==> src/rtl/ps2_receiver.sv <==
// ps2_receiver: PS/2 device-to-host frame receiver.
// Synchronizes ps2_clk/ps2_data and decodes 11-bit frames:
// start(0), 8 data bits LSB first, odd parity, stop(1).
// Publishes a 32-bit status word (last code, prefix flags, good-code count,
// last-frame error) and pulses code_valid for each new scan code.
// Partial frames are abandoned after TIMEOUT_CYCLES clk cycles without a
// ps2_clk falling edge.
// Optional build macro PS2_BREAK_DECODE_EN: treats 0xF0 (release) and
// 0xE0 (extended) as prefixes that arm flags for the next scan code
// instead of being reported as codes themselves.
module ps2_receiver #(
  parameter int TIMEOUT_CYCLES = 5000,
  parameter int SYNC_STAGES    = 2
) (
  input  logic        clk,
  input  logic        reset,
  input  logic        ps2_clk,
  input  logic        ps2_data,
  output logic [31:0] dataForPS2,
  output logic        code_valid
);

  // Timeout counter only needs to reach TIMEOUT_CYCLES-1.
  localparam int CNT_W = (TIMEOUT_CYCLES > 2) ? $clog2(TIMEOUT_CYCLES) : 1;
  localparam logic [CNT_W-1:0] TIMEOUT_LAST = CNT_W'(TIMEOUT_CYCLES - 1);

  typedef enum logic [1:0] {
    S_IDLE   = 2'd0,
    S_DATA   = 2'd1,
    S_PARITY = 2'd2,
    S_STOP   = 2'd3
  } state_t;

  // Synchronizer chains; index 0 faces the asynchronous pin.
  logic [SYNC_STAGES-1:0] r_clk_sync;
  logic [SYNC_STAGES-1:0] r_data_sync;
  logic                   r_clk_prev;

  logic w_clk_s;
  logic w_data_s;
  logic w_fall;

  // Frame state
  state_t           r_state;
  logic [7:0]       r_shift;
  logic [2:0]       r_bit_cnt;
  logic             r_parity;
  logic [CNT_W-1:0] r_tmo_cnt;

  // Published status
  logic [7:0]       r_code;
  logic             r_rel;
  logic             r_ext;
  logic [7:0]       r_count;
  logic             r_err;
  logic             r_code_valid;

  // Armed prefix flags waiting for the next scan code
  logic             r_rel_arm;
  logic             r_ext_arm;

  logic w_parity_ok;
  logic w_frame_good;
  logic w_timeout;
  logic w_is_rel_prefix;
  logic w_is_ext_prefix;

  genvar gi;
  generate
    for (gi = 0; gi < SYNC_STAGES; gi++) begin : g_sync
      if (gi == 0) begin : g_first
        // First synchronizer stage samples the raw PS/2 pins; idles high.
        always_ff @(posedge clk or negedge reset) begin
          if (!reset) begin
            r_clk_sync[gi]  <= 1'b1;
            r_data_sync[gi] <= 1'b1;
          end else begin
            r_clk_sync[gi]  <= ps2_clk;
            r_data_sync[gi] <= ps2_data;
          end
        end
      end else begin : g_rest
        // Later synchronizer stages resolve metastability from the stage before.
        always_ff @(posedge clk or negedge reset) begin
          if (!reset) begin
            r_clk_sync[gi]  <= 1'b1;
            r_data_sync[gi] <= 1'b1;
          end else begin
            r_clk_sync[gi]  <= r_clk_sync[gi-1];
            r_data_sync[gi] <= r_data_sync[gi-1];
          end
        end
      end
    end
  endgenerate

  assign w_clk_s  = r_clk_sync[SYNC_STAGES-1];
  assign w_data_s = r_data_sync[SYNC_STAGES-1];

  // Previous synchronized ps2_clk, used to spot the 1 -> 0 transition.
  always_ff @(posedge clk or negedge reset) begin
    if (!reset) begin
      r_clk_prev <= 1'b1;
    end else begin
      r_clk_prev <= w_clk_s;
    end
  end

  assign w_fall = r_clk_prev & ~w_clk_s;

  // Odd parity across the 8 data bits and the parity bit.
  assign w_parity_ok  = ^{r_shift, r_parity};
  // Evaluated only in S_STOP on a fall, where w_data_s is the stop bit.
  assign w_frame_good = w_parity_ok & w_data_s;
  assign w_timeout    = (r_tmo_cnt == TIMEOUT_LAST);

`ifdef PS2_BREAK_DECODE_EN
  assign w_is_rel_prefix = (r_shift == 8'hF0);
  assign w_is_ext_prefix = (r_shift == 8'hE0);
`else
  // Prefix decoding disabled: every good byte is a scan code, and the
  // arm flags never set, so [9:8] stay 0.
  assign w_is_rel_prefix = 1'b0;
  assign w_is_ext_prefix = 1'b0;
`endif

  // Frame FSM plus all status registers; a fall always wins over timeout.
  always_ff @(posedge clk or negedge reset) begin
    if (!reset) begin
      r_state      <= S_IDLE;
      r_shift      <= 8'h00;
      r_bit_cnt    <= 3'd0;
      r_parity     <= 1'b0;
      r_tmo_cnt    <= '0;
      r_code       <= 8'h00;
      r_rel        <= 1'b0;
      r_ext        <= 1'b0;
      r_count      <= 8'h00;
      r_err        <= 1'b0;
      r_code_valid <= 1'b0;
      r_rel_arm    <= 1'b0;
      r_ext_arm    <= 1'b0;
    end else begin
      r_code_valid <= 1'b0;

      if (r_state == S_IDLE) begin
        r_tmo_cnt <= '0;
        if (w_fall && !w_data_s) begin
          // Start bit: begin a fresh frame with all bit state cleared.
          r_state   <= S_DATA;
          r_shift   <= 8'h00;
          r_bit_cnt <= 3'd0;
          r_parity  <= 1'b0;
        end
      end else if (w_fall) begin
        r_tmo_cnt <= '0;
        case (r_state)
          S_DATA: begin
            r_shift   <= {w_data_s, r_shift[7:1]};
            r_bit_cnt <= r_bit_cnt + 3'd1;
            if (r_bit_cnt == 3'd7) begin
              r_state <= S_PARITY;
            end
          end
          S_PARITY: begin
            r_parity <= w_data_s;
            r_state  <= S_STOP;
          end
          S_STOP: begin
            r_state <= S_IDLE;
            if (w_frame_good) begin
              r_err <= 1'b0;
              if (w_is_rel_prefix) begin
                r_rel_arm <= 1'b1;
              end else if (w_is_ext_prefix) begin
                r_ext_arm <= 1'b1;
              end else begin
                r_code       <= r_shift;
                r_rel        <= r_rel_arm;
                r_ext        <= r_ext_arm;
                r_rel_arm    <= 1'b0;
                r_ext_arm    <= 1'b0;
                r_count      <= r_count + 8'd1;
                r_code_valid <= 1'b1;
              end
            end else begin
              r_err <= 1'b1;
            end
          end
          default: begin
            r_state <= S_IDLE;
          end
        endcase
      end else if (w_timeout) begin
        // Device went quiet mid-frame: drop it and flag the error.
        r_state   <= S_IDLE;
        r_tmo_cnt <= '0;
        r_err     <= 1'b1;
      end else begin
        r_tmo_cnt <= r_tmo_cnt + CNT_W'(1);
      end
    end
  end

  assign dataForPS2 = {r_err, 7'b0, r_count, 6'b0, r_ext, r_rel, r_code};
  assign code_valid = r_code_valid;

endmodule
==> config.mk <==
export PLATFORM = sky130hd
export DESIGN_NAME = ps2_receiver
export DESIGN_NICKNAME = d
export VERILOG_FILES = /design/src/rtl/ps2_receiver.sv
export SDC_FILE = /design/constraint.sdc
export NUM_CORES = 1
export LEC_CHECK = 0
export ABC_CLOCK_PERIOD_IN_PS = 2700
export CAP_MARGIN = 0
export CORE_MARGIN = 5
export CORE_UTILIZATION = 50
export CTS_CLUSTER_DIAMETER = 150
export DETAILED_ROUTE_END_ITERATION = 6
export PLACE_DENSITY = 0.74
export SLEW_MARGIN = 20
export SYNTH_ARGS = -nofsm -noshare
export SYNTH_HDL_FRONTEND = slang
export SYNTH_SLANG_ARGS = --single-unit
==> constraint.sdc <==
create_clock -name clk -period 2.7 [get_ports clk]
set_input_delay 0.54 -clock clk [delete_from_list [all_inputs] [get_ports clk]]
set_output_delay 0.54 -clock clk [all_outputs]
set_load 0.02 [all_outputs]
* After elaboration in Yosys (flattened, before gate mapping)
Index checks and enable logic that the tools add are counted.
Operators by class: reductions and logical operators 14, bitwise logic cells 4, add/subtract/negate cells 3, eq/ne operators 8, muxes and demuxes 29
Operators with widths (count):
- $mux W13 | 3
- $mux W8 | 4
- $add A13 B1 Y13 const B | 1
- $eq A13 B13 Y1 const B | 1
- $mux W1 | 12
- $mux W3 | 4
- $reduce_and A3 Y1 | 4
- $mux W2 | 5
- $reduce_xor A9 Y1 | 1
- $add A8 B1 Y8 const B | 1
- $reduce_bool A2 Y1 | 4
- $eq A2 B2 Y1 const B | 2
- $ne A2 B1 Y1 const B | 2
- $ne A4 B4 Y1 const B | 1
- $pmux W2 S2 | 1
- $reduce_and A4 Y1 | 1
- $add A3 B1 Y3 const B | 1
- $eq A3 B3 Y1 const B | 1
- $reduce_bool A3 Y1 | 1
- $and A1 B1 Y1 | 2
- $eq A2 B1 Y1 const B | 1
- $logic_not A2 Y1 | 1
- $not A1 Y1 | 2
- $logic_and A1 B1 Y1 | 1
- $logic_not A1 Y1 | 1
Word-level totals: bits in registers 50, logic and storage cells 72, output and inout bits 33, input bits 4

* Longest topological paths before layout
depth in word-level cells 6, depth in mapped cells 7, depth with buffers taken out 7

* Worst setup path before layout
OpenSTA, ideal clock, no wires.
path type register to register, from reg r_clk_sync[1], in the netlist w_clk_s, to reg r_code[0], buffers on the path 2, arrival 1764 ps, cell stages (with the launch flop) 7, data required time 2575 ps, clock period less this slack 1889 ps, slack 811 ps, cells stage by stage dfstp_2 nand2b_1 buf_1 nor4_2 mux2i_4 buf_12 mux2_4
Between the ends: word-level cells in the longest chain between the ends 3
Ends and longest elaborated chain:
- from (decl) | line 35 | logic [SYNC_STAGES-1:0] r_clk_sync;
- from (signal, indexed assignment) | line 89 | r_clk_sync[gi] <= r_clk_sync[gi-1];
- $not A1 Y1 | line 109 | assign w_fall = r_clk_prev & ~w_clk_s;
- $and A1 B1 Y1 | line 109
- $reduce_and A4 Y1 (no line)
- to (signal assigned) | line 178 | r_code <= r_shift;
- to (decl) | line 51 | logic [7:0] r_code;
No other way between the ends. A chain may end at the register's enable or synchronous reset.

* Worst setup path in the final report
from reg r_state[0], to reg r_count[3]
Between the ends: word-level cells in the longest chain between the ends 3, elaborated cells on any way between the ends 4, those cells by class eq/ne (1); bitwise (1); reduce/logical (2)
Ends and longest elaborated chain:
- from (decl) | line 44 | state_t r_state;
- from (signal assigned) | line 130 | r_state <= S_IDLE;
- from (signal assigned) | line 150 | r_state <= S_DATA;
- from (signal assigned) | line 162 | r_state <= S_PARITY;
- $logic_not A2 Y1 | line 146 | if (r_state == S_IDLE) begin
- $not A1 Y1 (no line)
- $reduce_and A4 Y1 (no line) (*)
- to (signal assigned) | line 183 | r_count <= r_count + 8'd1;
- to (decl) | line 54 | logic [7:0] r_count;
Every way passes the cells marked *; elsewhere a longest branch is shown, timed or not.

==> metrics <==
Final Wtd Congestion=between 0.8 and 0.9; cells along the critical path=inv_1 -> ha_1 -> nor4_2 -> mux2i_4 -> buf_4 -> nor3_1 -> xor2_1; Final nets=240; TritonCTS clock tree=yes; Fmax=~460 MHz; initial core utilization=51.7%; critical-path maximum fanout=12; post-synthesis cell type count=39; Die Area=approximately 6400 um^2; type of the worst setup path=flip-flop to flip-flop; Clock Tree Buf Depth=2; GR Overflow Total=0; Post-Syn Instances=between 200 and 250; drt first pass iters=4; first-pass GRT wire length=about 6.7 mm; max incr delay on CP=between 0.4 and 0.5 ns; sequential area share after synthesis=51.5%; Tmin final=about 2.2 ns; RSZ-0062 raised after global routing=false; critical path's top delay family=simple AND/OR/NAND/NOR gates; global-route track usage on met1=between 10% and 20%; final hold slack=between 0.15 and 0.2 ns; Num Clock Sinks=50; clk_lat worst skew=0.29 ns; share of post-route cells with drive strength above 1=around 15%; Synth Area in XOR/XNOR=about 10%; Syn Area/Cell=roughly 12 um^2; ranking of synthesized cells by area=dfrtp_1, dfstp_2, buf_4, mux2_4, xor2_1; worst-margin pin slew=between 0.7 and 0.8 ns; top-area cell type share of the netlist area=approximately 46%; drt drc=0; # setup viols final=0; port bufs=21; Post-CTS Hold Fix Bufs=0; M3 GR Usage=about 2.9%; Setup Buffers After CTS=0; pwr dens=a little under 900 nW/um^2; Std-Cell Core Area=4720 um^2; # fillers=389; total of max-cap violations=0; H-tree Lvls=2; main combinational cell family by area after synthesis=simple AND/OR/NAND/NOR gates; initial antenna violation count=0; skew final=0.00651 ns; met2 GRT Util=21.1%; endpoints failing hold=0; Synth Area in Adders=4.10%; routed via count=around 1400; diode count=0; Max stage delay cell, worst path=nor4_2; Synth Area in Simple Gates=between 10 and 15%; die extent in x=between 70 and 80 um; Critical Path Source Type=flip-flop; post-DP HPWL=slightly below 3 mm; routed len/inst=13.1 um; Iter 0 DRT Violations=slightly above 40; vias in the first global route=around 1400; clk slew on worst S/H paths=around 0.09 ns; CP Capture Type=flip-flop; fin crit share=just over 80%; Std-Cell Rows=25; crit path DAT=around 2.4 ns; VDD IR-drop max=around 0.42 mV; GR peak layer=met2; relative max-transition margin=51.7%; antenna-violating nets left=0; Post-Route WL=about 4 mm; largest net degree at the start of global routing=20; total track usage=~14%; synthesis-to-finish area growth=13.3%; TritonCTS Buffers=5; Synth warnings=0; final-report max-slew violation count=0; mux share of post-synthesis cell area=under 10%; Clock Tree Root=clkbuf_8; P_leak=between 1 and 1.5 nW; most area-hungry cell type in the Yosys netlist=dfrtp_1; Hold Path Class=primary input to async pin; compound-gate portion of the synthesized area=between 6 and 7%; critical path data required time=2.93 ns; Via density=~5; TNS Setup=0 ns; Die H=between 70 and 80 um; cell area after synthesis=2440 um^2; post-CTS sizing=0; #FFs+latches synth=50; critical path buffer and inverter count=2; IO Pins=37; status=completed
-- flip-flops by register name, indices dropped and copies added, names as in the netlist --
name         flops
r_code           8
w_clk_s          1
r_clk_prev       1
r_data_sync      1
r_err            1
r_shift          8
r_parity         1
r_tmo_cnt       13
r_count          8
r_clk_sync       1
r_state          2
code_valid       1
r_bit_cnt        3
w_data_s         1
-- cells by family after synthesis --
| group | Yosys count |
|---|---|
| mux | 11 |
| flops | 50 |
| fa+ha+maj | 8 |
| xor+xnor | 24 |
| compound gates | 23 |
| other cells | 1 |
| buf+inv | 26 |
| simple gates | 60 |
-- cell type report --
| cell class | instances | area [um^2] | share of cell area (%) |
|---|---|---|---|
| well taps | 67 | 83.8 | 3.03 |
| repair buffers | 25 | 235 | 8.50 |
| flip-flops and latches | 50 | 1260 | 45.4 |
| inverters | 5 | 18.8 | 0.678 |
| clock buffers | 8 | 110 | 3.98 |
| multi-input cells | 141 | 1060 | 38.4 |
-- routing by layer --
layer / vias up / wire, um
li1: 716 / -
met1: 691 / 1840
met2: 27 / 1820
met3: 4 / 179
met4: 0 / 55
met5: - / 0
-- path summary, 6_finish.rpt --
path,startpoint,end,slack (ns),depth (start not counted)
worst max register to register,r_state[0]$_DFFE_PN0P_,r_count[3]$_DFFE_PN0P_,0.52,7
worst min-delay path,reset,r_count[3]$_DFFE_PN0P_,0.17,1
min in group clk,r_clk_sync[0]$_DFF_PN1_,w_clk_s$_DFF_PN1_,0.36,0
worst min register to register,r_clk_sync[0]$_DFF_PN1_,w_clk_s$_DFF_PN1_,0.36,0
max in group asynchronous,reset,w_clk_s$_DFF_PN1_,1.91,2
worst max-delay path,r_state[0]$_DFFE_PN0P_,r_count[3]$_DFFE_PN0P_,0.52,7
-- cells in the mapped netlist --
cell type	number
nand4_1	5
xor3_2	1
mux2_2	3
ha_1	8
nor4b_4	1
o22ai_1	1
xnor2_1	10
nand2b_1	4
and2_1	3
a22o_1	10
a32o_1	1
dfstp_2	5
o21a_1	1
or3_1	1
nand2_1	9
and3_1	5
a21o_1	2
nor2_1	16
xnor3_2	1
buf_4	16
nor3_1	5
nor2b_1	3
nor4_2	1
and4_1	1
a21oi_1	1
buf_12	1
nand3_1	4
dfrtp_1	45
inv_1	5
a31oi_1	2
xor2_1	12
clkbuf_1	2
mux2i_4	1
buf_1	1
conb_1	1
buf_2	1
mux2_4	7
or4b_2	2
o21ai_0	5
-- where the power goes --
| part | switching, mW | internal, mW | total, mW |
|---|---|---|---|
| registers | 0.136 | 0.899 | 1.04 |
| clock network | 0.226 | 0.259 | 0.485 |
| logic | 0.445 | 0.462 | 0.907 |
| total | 0.807 | 1.62 | 2.43 |
-- worst reg2reg max path, cell delays in order (launching register included) --
cell	delay (ns)
dfrtp_1	0.41
inv_1	0.08
ha_1	0.36
nor4_2	0.44
mux2i_4	0.20
buf_4	0.22
nor3_1	0.24
xor2_1	0.16
-- stage by stage --
step	std cells	power, mW	area, um^2	setup slack (ns)	util [%]
3_5_place_dp	288	1.96	2660	0.525	56.3
5_1_grt	296	2.59	2770	0.313	58.6
4_1_cts	296	2.46	2770	0.501	58.6
2_1_floorplan	217	1.75	2500	0.811	-
6_report	296	2.43	2770	0.518	58.6
3_3_place_gp	288	1.93	2660	0.610	56.3
-- cell usage in the layout (no fill, tap or decap), drive strengths merged, types with 2 or more instances in the layout --
master / Yosys / routed
inv: 5 / 5
buf: 19 / 5
and2: 3 / 3
nand4: 5 / 5
nor2: 16 / 16
dfstp: 5 / 5
nor2b: 3 / 3
clkdlybuf4s50: 0 / 20
or4b: 2 / 2
xnor2: 10 / 10
a31oi: 2 / 2
nor3: 5 / 5
ha: 8 / 8
mux2: 10 / 10
dfrtp: 45 / 45
nand3: 4 / 4
a22o: 10 / 10
o21ai: 5 / 5
xor2: 12 / 12
and3: 5 / 5
nand2b: 4 / 4
a21o: 2 / 2
clkbuf: 2 / 8
nand2: 9 / 9
conb: 1 / 15
Note: power is estimated with default switching activity, not from simulation.
